===== src/rtl/alu_issue_arbiter.sv =====
// Shares one ALU among PORTCOUNT requesters; ALU_ARBITER_RR_EN selects round-robin, else fixed priority.
// Latency 2 cycles accept->Resp_Valid; Resp_Ready low with both stages full drops all Req_Ready.
module alu_issue_arbiter #(
    parameter int BITWIDTH = 16,
    parameter int PORTCOUNT = 4,
    localparam int IDWIDTH = $clog2(PORTCOUNT)
) (
    input  logic                          clk,
    input  logic                          sync_rst,
    input  logic [PORTCOUNT-1:0]          Req_Valid,
    output logic [PORTCOUNT-1:0]          Req_Ready,
    input  logic [4*PORTCOUNT-1:0]        Req_Opcode,
    input  logic [BITWIDTH*PORTCOUNT-1:0] Req_DataA,
    input  logic [BITWIDTH*PORTCOUNT-1:0] Req_DataB,
    output logic                          ALU_Enable,
    output logic [3:0]                    ALU_Opcode,
    output logic [BITWIDTH-1:0]           ALU_DataA,
    output logic [BITWIDTH-1:0]           ALU_DataB,
    input  logic [BITWIDTH-1:0]           ALU_Result,
    output logic                          Resp_Valid,
    input  logic                          Resp_Ready,
    output logic [IDWIDTH-1:0]            Resp_ID,
    output logic [BITWIDTH-1:0]           Resp_Data
);

    localparam int IW1 = IDWIDTH + 1;

    logic                 s1_vld;
    logic [IDWIDTH-1:0]   s1_id;
    logic [3:0]           s1_op;
    logic [BITWIDTH-1:0]  s1_a;
    logic [BITWIDTH-1:0]  s1_b;

    logic                 s2_vld;
    logic [IDWIDTH-1:0]   s2_id;
    logic [BITWIDTH-1:0]  s2_dat;

    logic                 s2_load;
    logic                 s1_free;
    logic                 accept;
    logic [PORTCOUNT-1:0] grant;
    logic [IDWIDTH-1:0]   grant_id;
    logic [3:0]           sel_op;
    logic [BITWIDTH-1:0]  sel_a;
    logic [BITWIDTH-1:0]  sel_b;

`ifdef ALU_ARBITER_RR_EN
    logic [IDWIDTH-1:0]   ptr;
`endif

    assign s2_load = s1_vld & (~s2_vld | Resp_Ready);
    assign s1_free = ~s1_vld | s2_load;

    always_comb begin
        logic               found;
        logic [IW1-1:0]     sum;
        logic [IDWIDTH-1:0] idx;
        grant    = '0;
        grant_id = '0;
        found    = 1'b0;
        sum      = '0;
        idx      = '0;
        for (int k = 0; k < PORTCOUNT; k++) begin
`ifdef ALU_ARBITER_RR_EN
            // Search begins at the pointer and wraps modulo PORTCOUNT.
            sum = {1'b0, ptr} + IW1'(k);
            if (sum >= IW1'(PORTCOUNT)) begin
                sum = sum - IW1'(PORTCOUNT);
            end
`else
            sum = IW1'(k);
`endif
            idx = sum[IDWIDTH-1:0];
            if (!found && Req_Valid[idx]) begin
                found      = 1'b1;
                grant[idx] = 1'b1;
                grant_id   = idx;
            end
        end
    end

    always_comb begin
        sel_op = '0;
        sel_a  = '0;
        sel_b  = '0;
        for (int i = 0; i < PORTCOUNT; i++) begin
            if (grant[i]) begin
                sel_op = Req_Opcode[4*i +: 4];
                sel_a  = Req_DataA[BITWIDTH*i +: BITWIDTH];
                sel_b  = Req_DataB[BITWIDTH*i +: BITWIDTH];
            end
        end
    end

    // Reset is folded in so no requester sees an accept that reset would discard.
    assign Req_Ready = grant & {PORTCOUNT{s1_free & ~sync_rst}};
    assign accept    = |(Req_Valid & Req_Ready);

    always_ff @(posedge clk) begin
        if (sync_rst) begin
            s1_vld <= 1'b0;
            s1_id  <= '0;
            s1_op  <= '0;
            s1_a   <= '0;
            s1_b   <= '0;
        end else if (s1_free) begin
            s1_vld <= accept;
            if (accept) begin
                s1_id <= grant_id;
                s1_op <= sel_op;
                s1_a  <= sel_a;
                s1_b  <= sel_b;
            end
        end
    end

    always_ff @(posedge clk) begin
        if (sync_rst) begin
            s2_vld <= 1'b0;
            s2_id  <= '0;
            s2_dat <= '0;
        end else if (s2_load) begin
            s2_vld <= 1'b1;
            s2_id  <= s1_id;
            s2_dat <= ALU_Result;
        end else if (s2_vld && Resp_Ready) begin
            s2_vld <= 1'b0;
        end
    end

`ifdef ALU_ARBITER_RR_EN
    always_ff @(posedge clk) begin
        if (sync_rst) begin
            ptr <= '0;
        end else if (accept) begin
            if (grant_id == IDWIDTH'(PORTCOUNT - 1)) begin
                ptr <= '0;
            end else begin
                ptr <= grant_id + 1'b1;
            end
        end
    end
`endif

    assign ALU_Enable = s1_vld;
    assign ALU_Opcode = s1_op;
    assign ALU_DataA  = s1_a;
    assign ALU_DataB  = s1_b;
    assign Resp_Valid = s2_vld;
    assign Resp_ID    = s2_id;
    assign Resp_Data  = s2_dat;

    a_ready_onehot: assert property (@(posedge clk) $onehot0(Req_Ready));
    a_resp_hold: assert property (@(posedge clk) disable iff (sync_rst)
        (Resp_Valid && !Resp_Ready) |=> (Resp_Valid && $stable(Resp_ID) && $stable(Resp_Data)));

endmodule

===== config.mk =====
export PLATFORM = sky130hd
export DESIGN_NAME = alu_issue_arbiter
export DESIGN_NICKNAME = d
export VERILOG_FILES = /design/src/rtl/alu_issue_arbiter.sv
export SDC_FILE = /design/constraint.sdc
export NUM_CORES = 1
export LEC_CHECK = 0
export CAP_MARGIN = 20
export CORE_UTILIZATION = 34
export DETAILED_ROUTE_END_ITERATION = 12
export PLACE_DENSITY = 0.83
export SLEW_MARGIN = 20
export SYNTH_ARGS = -nofsm -noshare
export SYNTH_HDL_FRONTEND = slang
export SYNTH_SLANG_ARGS = --single-unit

===== constraint.sdc =====
create_clock -name clk -period 2.05 [get_ports clk]
set_clock_uncertainty 0.15 [all_clocks]
set_input_delay 0.41 -clock clk [delete_from_list [all_inputs] [get_ports clk]]
set_output_delay 0.41 -clock clk [all_outputs]
set_load 0.1 [all_outputs]

==> flow_summary.html, run 1 <==
<table>
<tr><th>Metric</th><th>Value</th></tr>
<tr><th colspan="2">Setup path</th></tr>
<tr><td>Buffering stage count on the worst path with inverters included</td><td>2</td></tr>
<tr><td>Arrival time worst endpoint</td><td>1410 ps</td></tr>
<tr><td>Reg-to-reg critical path endpoint</td><td>ALU_DataB[13]$_SDFFE_PP0P_</td></tr>
<tr><td>Startpoint kind of the worst setup timing path</td><td>flop</td></tr>
<tr><td>Dominant delay contributor by cell family on the critical path</td><td>flip-flops</td></tr>
<tr><td>Category of the most critical setup path</td><td>flop to output port</td></tr>
<tr><td>Delay of the slowest critical-path stage</td><td>340 ps</td></tr>
<tr><td>CP required</td><td>1490 ps</td></tr>
<tr><td>Instance count on the critical path</td><td>5</td></tr>
<tr><td>Worst reg2reg path startpoint</td><td>Resp_Valid$_SDFFE_PP0P_</td></tr>
<tr><td>Cell-by-cell listing of the critical path</td><td>nor2b_4, a21oi_2, buf_4, and3_4, buf_12</td></tr>
<tr><td>Flop2flop setup slack</td><td>260 ps</td></tr>
<tr><td>Category of the worst setup path capture point</td><td>output port</td></tr>
<tr><td>Reg2reg path depth</td><td>6</td></tr>
<tr><td>Peak fanout along the critical path</td><td>5</td></tr>
<tr><td>Cell with the largest stage delay on the worst path</td><td>sky130_fd_sc_hd__dfxtp_4</td></tr>
<tr><th colspan="2">Cells and area</th></tr>
<tr><td>Final design utilization</td><td>0.687</td></tr>
<tr><td>Fill cells</td><td>650</td></tr>
<tr><td>Fraction of final layout cells sized beyond drive strength 1</td><td>0.233</td></tr>
<tr><td>Final instance area</td><td>5760 um2</td></tr>
<tr><td>Nets@finish</td><td>745</td></tr>
<tr><td>Area added between synthesis and finish</td><td>91.5%</td></tr>
<tr><th colspan="2">Hold path</th></tr>
<tr><td>WHS Path Cells</td><td>2</td></tr>
<tr><td>Min-delay src</td><td>Resp_ID[0]$_SDFFE_PP0P_</td></tr>
<tr><td>Tightest Hold Check Type</td><td>flop to flop</td></tr>
<tr><td>Worst Hold Path EP</td><td>Resp_ID[0]$_SDFFE_PP0P_</td></tr>
<tr><th colspan="2">Timing</th></tr>
<tr><td>Maximum clock frequency</td><td>507 MHz</td></tr>
<tr><td>Total setup violations reported at the end of the flow</td><td>0</td></tr>
<tr><td>Share of the clock period used by the worst path after layout</td><td>0.961</td></tr>
<tr><td>Period minus WS final</td><td>1970 ps</td></tr>
<tr><td>Pins over their slew limit</td><td>0</td></tr>
<tr><td>Total negative setup slack</td><td>0 ps</td></tr>
<tr><td>RSZ-0062 raised after global routing</td><td>no</td></tr>
<tr><td>Worst Slack Setup Final</td><td>79.5 ps</td></tr>
<tr><td>Hold_ws</td><td>305 ps</td></tr>
<tr><td>Relative slew slack</td><td>0.698</td></tr>
<tr><td>Final number of hold-violating endpoints</td><td>0</td></tr>
<tr><td>Measured slew at the worst slew-check pin</td><td>453 ps</td></tr>
<tr><th colspan="2">Power</th></tr>
<tr><td>Maximum ir drop on the vdd rail</td><td>0.313 mV</td></tr>
<tr><td>Leakage</td><td>2.21 nW</td></tr>
<tr><td>Power density cells</td><td>712 nW/um2</td></tr>
<tr><th colspan="2">Job</th></tr>
<tr><td>Number of maximum-capacitance violations</td><td>0</td></tr>
<tr><th colspan="2">Yosys</th></tr>
<tr><td>Area leader, netlist</td><td>sky130_fd_sc_hd__dfxtp_1</td></tr>
<tr><td>Largest family of logic cells by synthesized area</td><td>compound AO/OA/AOI/OAI gates</td></tr>
<tr><td>Compound-cell area share of the yosys netlist</td><td>0.365</td></tr>
<tr><td>Fraction of the yosys area taken by sequential cells</td><td>0.386</td></tr>
<tr><td>Netlist Area Pre-Place</td><td>3010 um2</td></tr>
<tr><td>Multiplexer fraction of the synthesized cell area</td><td>0.00333</td></tr>
<tr><td>Most frequently used flop master after synthesis</td><td>sky130_fd_sc_hd__dfxtp_1</td></tr>
<tr><td>Count of yosys warnings during synthesis</td><td>0</td></tr>
<tr><td>Number of register bits inferred by synthesis</td><td>58</td></tr>
<tr><td>Area share of and/or/nand/nor cells after synthesis</td><td>0.174</td></tr>
<tr><td>Area fraction of the dominant cell type after synthesis</td><td>0.386</td></tr>
<tr><td>Adder-Cell Fraction of Synth Area</td><td>0</td></tr>
<tr><td>Fraction of synthesized cell area in xor and xnor cells</td><td>0</td></tr>
<tr><td>Most frequent cell after synthesis</td><td>sky130_fd_sc_hd__nand2_1</td></tr>
<tr><td>Average instance area after synthesis</td><td>8.43 um2</td></tr>
<tr><td>Synth top area cells</td><td>sky130_fd_sc_hd__dfxtp_1 39%, sky130_fd_sc_hd__a221o_1 12%, sky130_fd_sc_hd__a311oi_2 10%, sky130_fd_sc_hd__nand2_1 9.1%, sky130_fd_sc_hd__nor2_1 5.1%</td></tr>
<tr><td>Cell count after synthesis</td><td>357</td></tr>
<tr><td>Number of enable flip-flop cells after synthesis</td><td>0</td></tr>
<tr><td>Net count after synthesis</td><td>524</td></tr>
<tr><td>Ys async rst share</td><td>0</td></tr>
<tr><td>Cell types with the highest counts after synthesis</td><td>73 x sky130_fd_sc_hd__nand2_1, 58 x sky130_fd_sc_hd__dfxtp_1, 41 x sky130_fd_sc_hd__nor2_1</td></tr>
<tr><td>Cell variety after synth</td><td>25</td></tr>
<tr><th colspan="2">Clocking</th></tr>
<tr><td>Hold-fix buffers, CTS</td><td>0</td></tr>
<tr><td>Total CTS buffers</td><td>9</td></tr>
<tr><td>Maximum level of the CTS H-tree</td><td>3</td></tr>
<tr><td>Clock tree from TritonCTS</td><td>built</td></tr>
<tr><td>Clock root buffer master</td><td>sky130_fd_sc_hd__clkbuf_8</td></tr>
<tr><td>Clock latency on the worst-skew pair</td><td>330 ps</td></tr>
<tr><td>Clk slew on worst S/H paths</td><td>70 ps</td></tr>
<tr><td>Sink Count</td><td>58</td></tr>
<tr><td>Max clock buf depth</td><td>2</td></tr>
<tr><th colspan="2">Floorplanning</th></tr>
<tr><td>Number of placed I/O pins</td><td>227</td></tr>
<tr><td>Die Wd</td><td>96.1 um</td></tr>
<tr><td>Placeable core region</td><td>8380 um2</td></tr>
<tr><td>Number of placement rows</td><td>33</td></tr>
<tr><td>Initial cell density of the core</td><td>0.359</td></tr>
<tr><td>Area enclosed by the die boundary</td><td>9230 um2</td></tr>
<tr><td>Overall die height</td><td>96.1 um</td></tr>
<tr><th colspan="2">Place</th></tr>
<tr><td>Number of input and output port buffers inserted</td><td>226</td></tr>
<tr><td>HPWL after detailed placement</td><td>8400 um</td></tr>
<tr><td>Minimum setup slack after placement</td><td>-241 ps</td></tr>
<tr><td>Weighted congestion reported at the end of routability-driven placement</td><td>0.789</td></tr>
<tr><td>DP Area</td><td>5500 um2</td></tr>
<tr><th colspan="2">GRT</th></tr>
<tr><td>Total congestion overflow</td><td>0</td></tr>
<tr><td>Vias in the first global route</td><td>3509</td></tr>
<tr><td>Global-route wire length before repair</td><td>16300 um</td></tr>
<tr><td>Overall routing resource usage</td><td>0.232</td></tr>
<tr><td>Largest net degree at the start of global routing</td><td>40</td></tr>
<tr><td>Initial antenna violation count</td><td>0</td></tr>
<tr><th colspan="2">Drt</th></tr>
<tr><td>Amount of wire on met3 after detailed routing</td><td>896 um</td></tr>
<tr><td>Detailed route wirelength on metal2</td><td>5700 um</td></tr>
<tr><td>Final routed wirelength across all metal layers</td><td>10900 um</td></tr>
<tr><td>Via count normalized by instance count</td><td>5.25</td></tr>
<tr><td>Post-detailed-route DRC marker count</td><td>0</td></tr>
<tr><td>Number of detailed-route iterations in the first pass</td><td>5</td></tr>
<tr><td>DR iter-0 viols</td><td>117</td></tr>
<tr><td>Detailed-route wire length per cell</td><td>15.8 um</td></tr>
<tr><td>Wire length the detailed router placed on met1</td><td>4030 um</td></tr>
<tr><td>Via count</td><td>3617</td></tr>
<tr><td>Number of nets with antenna violations after routing</td><td>0</td></tr>
<tr><td>Highest metal used</td><td>met4</td></tr>
<tr><th colspan="2">Status</th></tr>
<tr><td>Run status</td><td>finished clean</td></tr>
</table>
-- through the flow --
step / total power, mW / cells
final: 4.10 / 689
after floorplan: 2.25 / 357
after global routing: 4.27 / 688
after global placement: 2.86 / 672
after detailed placement: 2.89 / 672
after CTS: 4.13 / 688
-- worst reg2reg max path: cells and delay by family, from the launching register on --
family                 cells  cell delay (ps)
DFF                        1              340
AOI/OAI and AO/OA          2              590
buffers and inverters      2              390
and+or+nand+nor            2              240
-- how the worst max path moves through the flow --
stage	from	end
after floorplan	Resp_Valid$_SDFFE_PP0P_	Req_Ready[1]
after global placement	Req_Valid[2]	s1_id[0]$_SDFFE_PP0P_
after detailed placement	Req_Valid[2]	ALU_DataB[13]$_SDFFE_PP0P_
after CTS	Resp_Valid$_SDFFE_PP0P_	Req_Ready[2]
after global routing	Resp_Valid$_SDFFE_PP0P_	Req_Ready[2]
final	Resp_Valid$_SDFFE_PP0P_	Req_Ready[2]
-- power breakdown --
part / total (mW) / switching (mW) / internal (mW)
combinational: 1.59 / 0.965 / 0.622
sequential: 1.28 / 0.0605 / 1.22
clock: 1.24 / 0.457 / 0.782
-- registers in the layout, indices dropped and copies added (netlist names) --
name	cells
s1_id	2
ALU_DataB	16
ALU_Opcode	4
ALU_Enable	1
Resp_Data	16
Resp_Valid	1
Resp_ID	2
ALU_DataA	16
-- layer usage --
layer	up-vias	track usage
met1	1669	0.240
met3	24	0.0640
met4	0	0.107
li1	1762	-
met2	162	0.430
met5	-	0
-- layout by cell type (no fill, tap or decap), types with 3 or more instances in the layout --
cell type / Yosys / layout
sky130_fd_sc_hd__a21oi_1: 21 / 20
sky130_fd_sc_hd__o21ai_1: 12 / 12
sky130_fd_sc_hd__clkbuf_8: 0 / 12
sky130_fd_sc_hd__buf_4: 8 / 61
sky130_fd_sc_hd__buf_12: 0 / 22
sky130_fd_sc_hd__a311oi_1: 16 / 16
sky130_fd_sc_hd__dfxtp_1: 58 / 56
sky130_fd_sc_hd__o21ai_0: 24 / 24
sky130_fd_sc_hd__nand2_1: 73 / 73
sky130_fd_sc_hd__a311oi_2: 20 / 20
sky130_fd_sc_hd__a221o_1: 36 / 36
sky130_fd_sc_hd__dlygate4sd2_1: 0 / 3
sky130_fd_sc_hd__clkdlybuf4s50_1: 0 / 160
sky130_fd_sc_hd__nor2_1: 41 / 41
sky130_fd_sc_hd__buf_2: 13 / 3
-- cells by family (layout without fill, tap and decap cells) --
logic type | Yosys count | in the layout
buf+inv | 41 | 267
flops | 58 | 58
mux | 1 | 1
other cells | 0 | 1
simple gates | 127 | 127
compound gates | 130 | 130
-- layout make-up --
cell class	instances	area, um2	share of cell area
clock inverter	4	72.6	0.0126
inverter	2	7.51	0.00130
tap	105	131	0.0228
timing repair buffer	249	2540	0.441
sequential	58	1170	0.202
clock buffer	12	165	0.0287
multi-input combinational	258	1680	0.291
antenna	1	2.50	0.000434
-- what timing repair did --
item                       in CTS  in global routing
setup endpoints to repair       4                  4
gates cloned                    0                  0
pin swaps                       1                  0
gates resized for setup         6                  2
buffers inserted                0                  0
Power figures use the tool's default switching activity.
==> inputs of run 2 (changes only) <==
--- a/config.mk
+++ b/config.mk
@@ -6,6 +6,7 @@
 export NUM_CORES = 1
 export LEC_CHECK = 0
 export CAP_MARGIN = 20
+export CORE_MARGIN = 2
 export CORE_UTILIZATION = 34
 export DETAILED_ROUTE_END_ITERATION = 12
 export PLACE_DENSITY = 0.83
==> run 2 against run 1 <==
Against the previous run:
- non-clock buffer count decreased by 4
- via count down 0.80%
- flip-flop and latch count unchanged
- clock power fell by 19%
- design area is 0.74% lower
- sequential share of layout area increased by 0.15 points
- die area up 4.2%
- cell count decreased by 0.44%
- global-route usage down 1.6 points
- critical path depth fell by 1
- worst setup slack improved by 5.8 ps
- critical path type unchanged
==> flow_summary.html, run 2 (synthesis gave the netlist of run 1 again) <==
<table>
<tr><th>Metric</th><th>Value</th></tr>
<tr><th colspan="2">Clocking</th></tr>
<tr><td>Hold-fix buffers, CTS</td><td>0 (unchanged)</td></tr>
<tr><td>Clock tree from TritonCTS</td><td>built</td></tr>
<tr><td>Max clock buf depth</td><td>2 (unchanged)</td></tr>
<tr><td>Sink Count</td><td>58 (unchanged)</td></tr>
<tr><td>Clk slew on worst S/H paths</td><td>60 ps (about the same)</td></tr>
<tr><td>Total CTS buffers</td><td>9 (unchanged)</td></tr>
<tr><td>Clock root buffer master</td><td>sky130_fd_sc_hd__clkbuf_8</td></tr>
<tr><td>Maximum level of the CTS H-tree</td><td>3 (unchanged)</td></tr>
<tr><td>Clock latency on the worst-skew pair</td><td>320 ps (about the same)</td></tr>
<tr><th colspan="2">Setup path</th></tr>
<tr><td>Category of the most critical setup path</td><td>flop to output port</td></tr>
<tr><td>Arrival time worst endpoint</td><td>1400 ps (about the same)</td></tr>
<tr><td>Category of the worst setup path capture point</td><td>output port</td></tr>
<tr><td>Worst reg2reg path startpoint</td><td>Resp_Valid$_SDFFE_PP0P_</td></tr>
<tr><td>Startpoint kind of the worst setup timing path</td><td>flop</td></tr>
<tr><td>CP required</td><td>1490 ps (about the same)</td></tr>
<tr><td>Flop2flop setup slack</td><td>110 ps (-150 ps)</td></tr>
<tr><td>Peak fanout along the critical path</td><td>5 (unchanged)</td></tr>
<tr><td>Reg-to-reg critical path endpoint</td><td>ALU_DataA[10]$_SDFFE_PP0P_</td></tr>
<tr><td>Reg2reg path depth</td><td>6 (unchanged)</td></tr>
<tr><th colspan="2">Drt</th></tr>
<tr><td>Via count normalized by instance count</td><td>5.23 (-0.37%)</td></tr>
<tr><td>Detailed-route wire length per cell</td><td>15.7 um (-1.1%)</td></tr>
<tr><td>Number of nets with antenna violations after routing</td><td>0 (unchanged)</td></tr>
<tr><td>Number of detailed-route iterations in the first pass</td><td>5 (unchanged)</td></tr>
<tr><td>DR iter-0 viols</td><td>108 (-7.7%)</td></tr>
<tr><td>Final routed wirelength across all metal layers</td><td>10800 um (-1.5%)</td></tr>
<tr><td>Post-detailed-route DRC marker count</td><td>0 (unchanged)</td></tr>
<tr><td>Via count</td><td>3588 (-0.80%)</td></tr>
<tr><th colspan="2">Timing</th></tr>
<tr><td>Total setup violations reported at the end of the flow</td><td>0 (unchanged)</td></tr>
<tr><td>Total negative setup slack</td><td>0 ps (unchanged)</td></tr>
<tr><td>Hold_ws</td><td>305 ps (+0.238 ps)</td></tr>
<tr><td>Share of the clock period used by the worst path after layout</td><td>0.958 (-0.00285)</td></tr>
<tr><td>Final number of hold-violating endpoints</td><td>0 (unchanged)</td></tr>
<tr><td>RSZ-0062 raised after global routing</td><td>no</td></tr>
<tr><td>Relative slew slack</td><td>0.510 (-0.187)</td></tr>
<tr><td>Measured slew at the worst slew-check pin</td><td>734 ps (+281 ps)</td></tr>
<tr><td>Pins over their slew limit</td><td>0 (unchanged)</td></tr>
<tr><td>Period minus WS final</td><td>1960 ps (-5.85 ps)</td></tr>
<tr><td>Maximum clock frequency</td><td>509 MHz (+0.30%)</td></tr>
<tr><th colspan="2">GRT</th></tr>
<tr><td>Global-route wire length before repair</td><td>16900 um (+3.6%)</td></tr>
<tr><td>Initial antenna violation count</td><td>0 (unchanged)</td></tr>
<tr><td>Largest net degree at the start of global routing</td><td>59 (+48%)</td></tr>
<tr><td>Vias in the first global route</td><td>3623 (+3.2%)</td></tr>
<tr><td>Total congestion overflow</td><td>0 (unchanged)</td></tr>
<tr><td>Overall routing resource usage</td><td>0.216 (-0.0162)</td></tr>
<tr><th colspan="2">Cells and area</th></tr>
<tr><td>Fin cells</td><td>686 (-0.44%)</td></tr>
<tr><td>Fraction of final layout cells sized beyond drive strength 1</td><td>0.221 (-0.0118)</td></tr>
<tr><td>Most frequent cells in the layout</td><td>160 x sky130_fd_sc_hd__clkdlybuf4s50_1, 73 x sky130_fd_sc_hd__nand2_1, 56 x sky130_fd_sc_hd__dfxtp_1, 54 x sky130_fd_sc_hd__buf_4, 41 x sky130_fd_sc_hd__nor2_1</td></tr>
<tr><td>Most common cell after layout, fill and taps aside</td><td>sky130_fd_sc_hd__clkdlybuf4s50_1</td></tr>
<tr><td>Fill cells</td><td>723 (+11%)</td></tr>
<tr><td>Area added between synthesis and finish</td><td>90.1%</td></tr>
<tr><td>Final antenna diode count</td><td>0 (-1)</td></tr>
<tr><td>Nets@finish</td><td>741 (-0.54%)</td></tr>
<tr><td>Final design utilization</td><td>0.662 (-0.0251)</td></tr>
<tr><th colspan="2">Hold path</th></tr>
<tr><td>Tightest Hold Check Type</td><td>flop to flop</td></tr>
<tr><td>Worst Hold Path EP</td><td>Resp_Data[7]$_SDFFE_PP0P_</td></tr>
<tr><td>Min-delay src</td><td>Resp_Data[7]$_SDFFE_PP0P_</td></tr>
<tr><td>WHS Path Cells</td><td>2 (unchanged)</td></tr>
<tr><th colspan="2">Floorplanning</th></tr>
<tr><td>Placeable core region</td><td>8640 um2 (+3.0%)</td></tr>
<tr><td>Number of placement rows</td><td>34 (+3.0%)</td></tr>
<tr><td>Die Wd</td><td>98.1 um (+2.1%)</td></tr>
<tr><td>Area enclosed by the die boundary</td><td>9620 um2 (+4.2%)</td></tr>
<tr><td>Overall die height</td><td>98.1 um (+2.1%)</td></tr>
<tr><td>Initial cell density of the core</td><td>0.348 (-0.0106)</td></tr>
<tr><td>Number of placed I/O pins</td><td>227 (unchanged)</td></tr>
<tr><th colspan="2">Status</th></tr>
<tr><td>Run status</td><td>finished clean</td></tr>
<tr><th colspan="2">Power</th></tr>
<tr><td>Leakage</td><td>2.18 nW (-1.4%)</td></tr>
<tr><td>Maximum ir drop on the vdd rail</td><td>0.280 mV (-10%)</td></tr>
<tr><td>Power density cells</td><td>676 nW/um2 (-5.0%)</td></tr>
<tr><td>Total power of the final layout</td><td>3.87 mW (-5.7%)</td></tr>
<tr><th colspan="2">Place</th></tr>
<tr><td>HPWL after detailed placement</td><td>8210 um (-2.2%)</td></tr>
<tr><td>Number of input and output port buffers inserted</td><td>226 (unchanged)</td></tr>
<tr><td>Weighted congestion reported at the end of routability-driven placement</td><td>0.816 (+3.5%)</td></tr>
<tr><td>Placed Instances</td><td>671 (-0.15%)</td></tr>
<tr><th colspan="2">Job</th></tr>
<tr><td>Number of maximum-capacitance violations</td><td>0 (unchanged)</td></tr>
</table>
run 2: worst max path at each step:
stage	from	endpoint	slack [ps]	depth (start not counted)
2_1_floorplan	Resp_Valid$_SDFFE_PP0P_	Req_Ready[1]	20	3
3_3_place_gp	Req_Valid[1]	Req_Ready[1]	-290	4
3_5_place_dp	Req_Valid[1]	ALU_DataA[10]$_SDFFE_PP0P_	-350	7
4_1_cts	Resp_Valid$_SDFFE_PP0P_	Req_Ready[1]	60	4
5_1_grt	Resp_Valid$_SDFFE_PP0P_	Req_Ready[1]	10	4
6_report	Resp_Valid$_SDFFE_PP0P_	Req_Ready[1]	90	4
run 2: stage by stage:
step | area (um2) | setup slack (ps)
2_1_floorplan | 3020 | 20.7
4_1_cts | 5720 | 55.5
6_report | 5720 | 85.3
5_1_grt | 5720 | 12.6
3_5_place_dp | 5510 | -348
3_3_place_gp | 5510 | -294
run 2: critical path, stage by stage, from the launching register on:
cell	delay, ps
sky130_fd_sc_hd__dfxtp_4	330
sky130_fd_sc_hd__nor2b_2	170
sky130_fd_sc_hd__a21oi_4	190
sky130_fd_sc_hd__and3_4	230
sky130_fd_sc_hd__buf_12	170
run 2: layout make-up:
type / count / area [um2] / share of cell area
Multi-Input combinational cell: 258 / 1680 / 0.293
Inverter: 2 / 7.51 / 0.00131
Tap cell: 108 / 135 / 0.0236
Clock inverter: 3 / 40.0 / 0.00700
Clock buffer: 12 / 145 / 0.0254
Sequential cell: 58 / 1170 / 0.204
Timing Repair Buffer: 245 / 2550 / 0.445
run 2: routing by layer:
| metal | vias up | wire, um | global-route usage | share of wire |
|---|---|---|---|---|
| li1 | 1753 | - | - | - |
| met1 | 1641 | 3920 | 0.221 | 0.36 |
| met2 | 169 | 5690 | 0.405 | 0.53 |
| met3 | 25 | 849 | 0.0558 | 0.079 |
| met4 | 0 | 301 | 0.100 | 0.028 |
| met5 | - | 0 | 0 | 0 |
run 2: report_power, final:
part | internal (mW) | leakage [nW] | switching, mW
combinational | 0.623 | 1.60 | 0.963
sequential | 1.22 | 0.481 | 0.0595
clock | 0.585 | 0.0962 | 0.422
run 2: timing repair:
item,CTS,global route
setup buffers,1,0
endpoints found under the setup margin,5,0
gates resized for setup,11,0
hold endpoints to repair,0,0
==> RTL edit 1 (settings of run 2) <==
Change the parameter `BITWIDTH` from 16 to 32.
--- a/src/rtl/alu_issue_arbiter.sv
+++ b/src/rtl/alu_issue_arbiter.sv
@@ -3,3 +3,3 @@
 module alu_issue_arbiter #(
-    parameter int BITWIDTH = 16,
+    parameter int BITWIDTH = 32,
     parameter int PORTCOUNT = 4,
Ports: changed (6 resized); port bits go from 227 to 419. The function was not compared with the original's and may differ.
==> RTL edit 1 against run 2 <==
- final area is 100% higher
- critical path depth fell by 1
- sequential cell count increased by 48
- power increased by 84%
- wire length increased to 2.5 times the old value
- largest cell class unchanged
- cell count is 110% higher
- via count rose by 120%
- worst setup slack got worse by 0.060 ns
- synthesized area rose by 110%
- clock power grew 60%
- maximum frequency shrank 2.9%
- largest power group unchanged
==> RTL edit 1: results (changes against run 2) <==
[pwr]
seq_power_share=0.331  ; about the same
p_switching_w=0.00280  ; +94%
powerDensity_nw_per_um2=622  ; -8.0%
clock_power_share=0.228  ; -0.032
peakVddDrop_uv=479  ; +71%
leakage_nw=4.51  ; +110%

[placed_design]
placed_cells=1395  ; +110%
place_area_um2=11100  ; +100%
portBuffers=418  ; +85%
gp_congestion=0.932  ; +14%
dp_hpwl_mm=20.9  ; +150%
dp_slack_ns=-0.294  ; +0.0540 ns

[global_route]
grt_pass1_vias=7637  ; +110%
grt_max_degree=57  ; -3.4%
grt_first_pass_wirelength_mm=41.6  ; +150%
grt_use_total=0.268  ; +0.0529

[synth]
seq_area_frac_synth=0.342  ; -0.0440
ys_types=29  ; +16%
yosys-top-cells-area=dfxtp_1 34%, a22o_1 9.6%, a311oi_1 9.6%
synth_compound_area_frac=0.376  ; +0.0113
muxShareOfSynthArea=0  ; -0.00333
synth_nets=1118  ; +110%
synth_commonest_cells=106 x dfxtp_1, 104 x a21oi_1, 73 x clkbuf_1
synthCells=807  ; +130%

[detailed_routing]
firstDrtPassIters=6  ; +1
drt-total-wl_mm=27.1  ; +150%
drt_iter0_drc=462  ; +330%
viasPerCell=5.59  ; +6.9%

[clock_network]
clk-insertion-delay-late_ns=0.34  ; +0.02 ns
cts_root_buf=clkbuf_16
numCtsBuffers=9  ; unchanged
cts_setup_buffers=2  ; +1
post_cts_resized=6  ; -5

[critical_path]
r2r_start=Resp_Valid$_SDFFE_PP0P_
r2r_slack_ns=0.21  ; +0.10 ns
cp_max_fo=5  ; unchanged
max_stage_delay_ns=0.35  ; +0.02 ns
rr_endpoint=ALU_DataB[0]$_SDFFE_PP0P_
critical-path-slowest-cell=dfxtp_2

[status]
outcome=completed

[hold_path]
hp-class=in2reg
min_from=sync_rst
hold_path_end=ALU_DataB[25]$_SDFFE_PP0P_

[sta]
slew_headroom=0.581  ; +0.0709
fin_hold_ws_ns=0.272  ; -0.0332 ns

[final_layout]
nets=1490  ; +100%
final_layout_size_suffix_gt1_frac=0.157  ; -0.0642
nFillCells=1502  ; +110%

-- RTL edit 1: cell types whose count changed in the layout (fill, tap and decap cells not counted), sizes merged, moves of 34 or more --
| cell | delta |
|---|---|
| a22o | +68 |
| dfxtp | +48 |
| inv | +68 |
| a31oi | +68 |
| nor2 | -40 |
| a21oi | +83 |
| clkdlybuf4s50 | +144 |
| nand3b | +69 |
| buf | +76 |
| nand3 | +34 |
| a221o | -36 |
-- RTL edit 1: cells by family after synthesis --
family | Yosys count
buffers and inverters | 172
flip-flops | 106
AO/OA/AOI/OAI | 345
AND/OR/NAND/NOR | 184
-- RTL edit 1: worst max path at each step --
stage | start | to | slack [ns] | cells after the start
2_1_floorplan | ALU_Enable$_SDFFE_PP0P_ | Req_Ready[1] | -0.54 | 4
3_3_place_gp | Req_Valid[3] | ALU_DataB[9]$_SDFFE_PP0P_ | -0.24 | 5
3_5_place_dp | Req_Valid[3] | ALU_DataA[16]$_SDFFE_PP0P_ | -0.29 | 5
4_1_cts | Resp_Valid$_SDFFE_PP0P_ | Req_Ready[2] | 0.002 | 4
5_1_grt | Resp_Valid$_SDFFE_PP0P_ | Req_Ready[1] | -0.05 | 3
6_report | Resp_Valid$_SDFFE_PP0P_ | Req_Ready[1] | 0.03 | 3
-- RTL edit 1: final cells by class --
class,instances,area (µm²),share of cell area
timing repair buffer,463,5060,0.442
multi-input combinational,529,3440,0.301
sequential,106,2130,0.186
tap,229,287,0.0250
inverter,70,263,0.0230
clock buffer,10,229,0.0200
clock inverter,5,32.5,0.00284
-- RTL edit 1: routing by layer --
metal,GRT usage,up-vias,part of all wire
li1,-,3752,-
met3,0.0597,66,0.077
met4,0.119,0,0.041
met5,0,-,0
met1,0.319,3673,0.39
met2,0.464,404,0.49
==> RTL edit 2 (config.mk and constraints of run 2) <==
Without the edit above. Add a define of `ALU_ARBITER_RR_EN`.
--- a/src/rtl/alu_issue_arbiter.sv
+++ b/src/rtl/alu_issue_arbiter.sv
@@ -2,2 +2,4 @@
 // Latency 2 cycles accept->Resp_Valid; Resp_Ready low with both stages full drops all Req_Ready.
+`define ALU_ARBITER_RR_EN
+
 module alu_issue_arbiter #(
Formal check against the unedited RTL: not equivalent (a bounded check fails within 4 cycles, from zero or initial values and one cycle with sync_rst high).
==> RTL edit 2 against run 2 <==
- the flow now finishes with violations (setup timing)
- wire length is 55% higher
- synthesized area is 24% higher
- sequential cell count is 2 higher
- global-route usage is 3.1 points higher
- utilization is 2.2 points higher
- worst setup slack worse by 1.3 ns
- first-iteration DRC count grew to 3.6 times the old value
- final area is 29% higher
Power is not compared: it rests on default switching activity, and its combinational part moved more than twofold at a synthesized area within 25%.
==> RTL edit 2: results (changes against run 2) <==
[status]
outcome=finished with violations
violations=setup timing

[final_layout]
nFillCells=812  ; +12%
final_cells=855  ; +25%
nets=883  ; +19%
final_layout_size_suffix_gt1_frac=0.343  ; +0.121

[synth]
syn_avg_cell_area_um2=8.32  ; -1.3%
ys_types=47  ; +88%
synth_commonest_cells=84 x nand2_1, 60 x dfxtp_1, 48 x nor2_1, 38 x a221o_1, 36 x o211ai_1
synth_nets=622  ; +19%
seq_area_frac_synth=0.322  ; -0.0643

[detailed_routing]
drt_iter0_drc=388  ; +260%
viasPerCell=5.72  ; +9.3%
postRouteAntennaNets=0  ; unchanged
wl_per_cell_um=19.5  ; +24%
firstDrtPassIters=7  ; +2

[global_route]
grt_max_degree=50  ; -15%
met1_usage=0.295  ; +0.0733
gr-usage-met3=0.0496  ; -0.00622
grt_use_total=0.247  ; +0.0312
grt_pass1_vias=4688  ; +29%
grtUsageMet2=0.440  ; +0.0346

[critical_path]
arrival_ns=3.34  ; +1.94 ns
critical-path-slowest-cell=mux4_2
max_stage_delay_ns=0.55  ; +0.22 ns
cp_max_fo=10  ; +5

[sta]
tightest_slew_ns=0.713  ; -0.0208 ns
setup_slack_ns=-1.20  ; -1.28 ns
setup_violations=45  ; +45

[clock_network]
clk-insertion-delay-late_ns=0.35  ; +0.03 ns

[placed_design]
placed_cells=817  ; +22%
dp_hpwl_mm=11.1  ; +35%
gp_congestion=0.885  ; +8.4%

## RTL edit 2: cell types whose count changed in the layout (fill, tap and decap cells not counted), moves of 6 or more
cell	run 2	this run
o211ai_1	0	36
o21ai_1	12	1
buf_6	0	8
nand2_1	73	83
nor2_1	41	16
nor2_4	0	11
buf_4	54	93
o21ai_0	24	2
buf_12	24	30
nor2_2	0	21
## RTL edit 2: cell families after synthesis
logic type / Yosys count / synth area share
simple gates: 154 / 0.174
mux: 9 / 0.0315
flops: 60 / 0.322
fa+ha+maj: 6 / 0.0201
buf+inv: 59 / 0.0864
compound gates: 160 / 0.364
xor+xnor: 1 / 0.00235
## RTL edit 2: what timing repair did
item | CTS | global route
gates resized for setup | 6 | 68
gates cloned | 0 | 9
hold buffers | 0 | 0
buffers inserted | 9 | 6
endpoints found under the setup margin | 48 | 45
pin swaps | 4 | 9
## RTL edit 2: layout make-up
type                    instances  area share
repair buffers                301       0.426
multi-input cells             331       0.352
flip-flops and latches         60       0.164
well taps                     140      0.0237
clock buffers                  11      0.0191
clock inverters                 5      0.0102
inverters                       7     0.00491
## RTL edit 2: power groups by stage
stage | registers [W] | clock network, W | logic [W]
after floorplan | 0.00437 | 0 | 0.00481
after global placement | 0.00189 | 0 | 0.00986
after detailed placement | 0.00191 | 0 | 0.0101
after CTS | 0.00189 | 0.00123 | 0.0103
after global routing | 0.00200 | 0.00127 | 0.0121
final | 0.00196 | 0.00121 | 0.0115
## RTL edit 2: path summary, 6_finish.rpt
check | cells past startpoint | end | slack [ns] | from
worst min-delay path | 2 | Resp_Data[1]$_SDFFE_PP0P_ | 0.32 | Resp_Data[1]$_SDFFE_PP0P_
worst max register to register | 10 | ALU_DataA[11]$_SDFFE_PP0P_ | -1.20 | flip-flop
worst min register to register | 2 | Resp_Data[1]$_SDFFE_PP0P_ | 0.32 | Resp_Data[1]$_SDFFE_PP0P_
worst max-delay path | 10 | ALU_DataA[11]$_SDFFE_PP0P_ | -1.20 | flip-flop
## RTL edit 2: critical path, delay by kind of cell (launching register included)
family / cells / cell delay (ns)
AND/OR/NAND/NOR: 2 / 0.20
buffers and inverters: 3 / 0.46
multiplexers: 1 / 0.55
flip-flops: 1 / 0.39
AO/OA/AOI/OAI: 4 / 1.39
## RTL edit 2: stage by stage
step	TNS (ns)	area, µm²
global placement	-58.58	6610
detailed placement	-65.34	6610
global route	-54.32	7380
finish	-50.82	7380
CTS	-46.41	6910
floorplan	-48.99	3910
## RTL edit 2: routing by layer
layer,vias up,routed length (µm)
met4,0,317
met3,39,1480
met5,-,0
met2,275,8490
li1,2229,-
met1,2345,6360
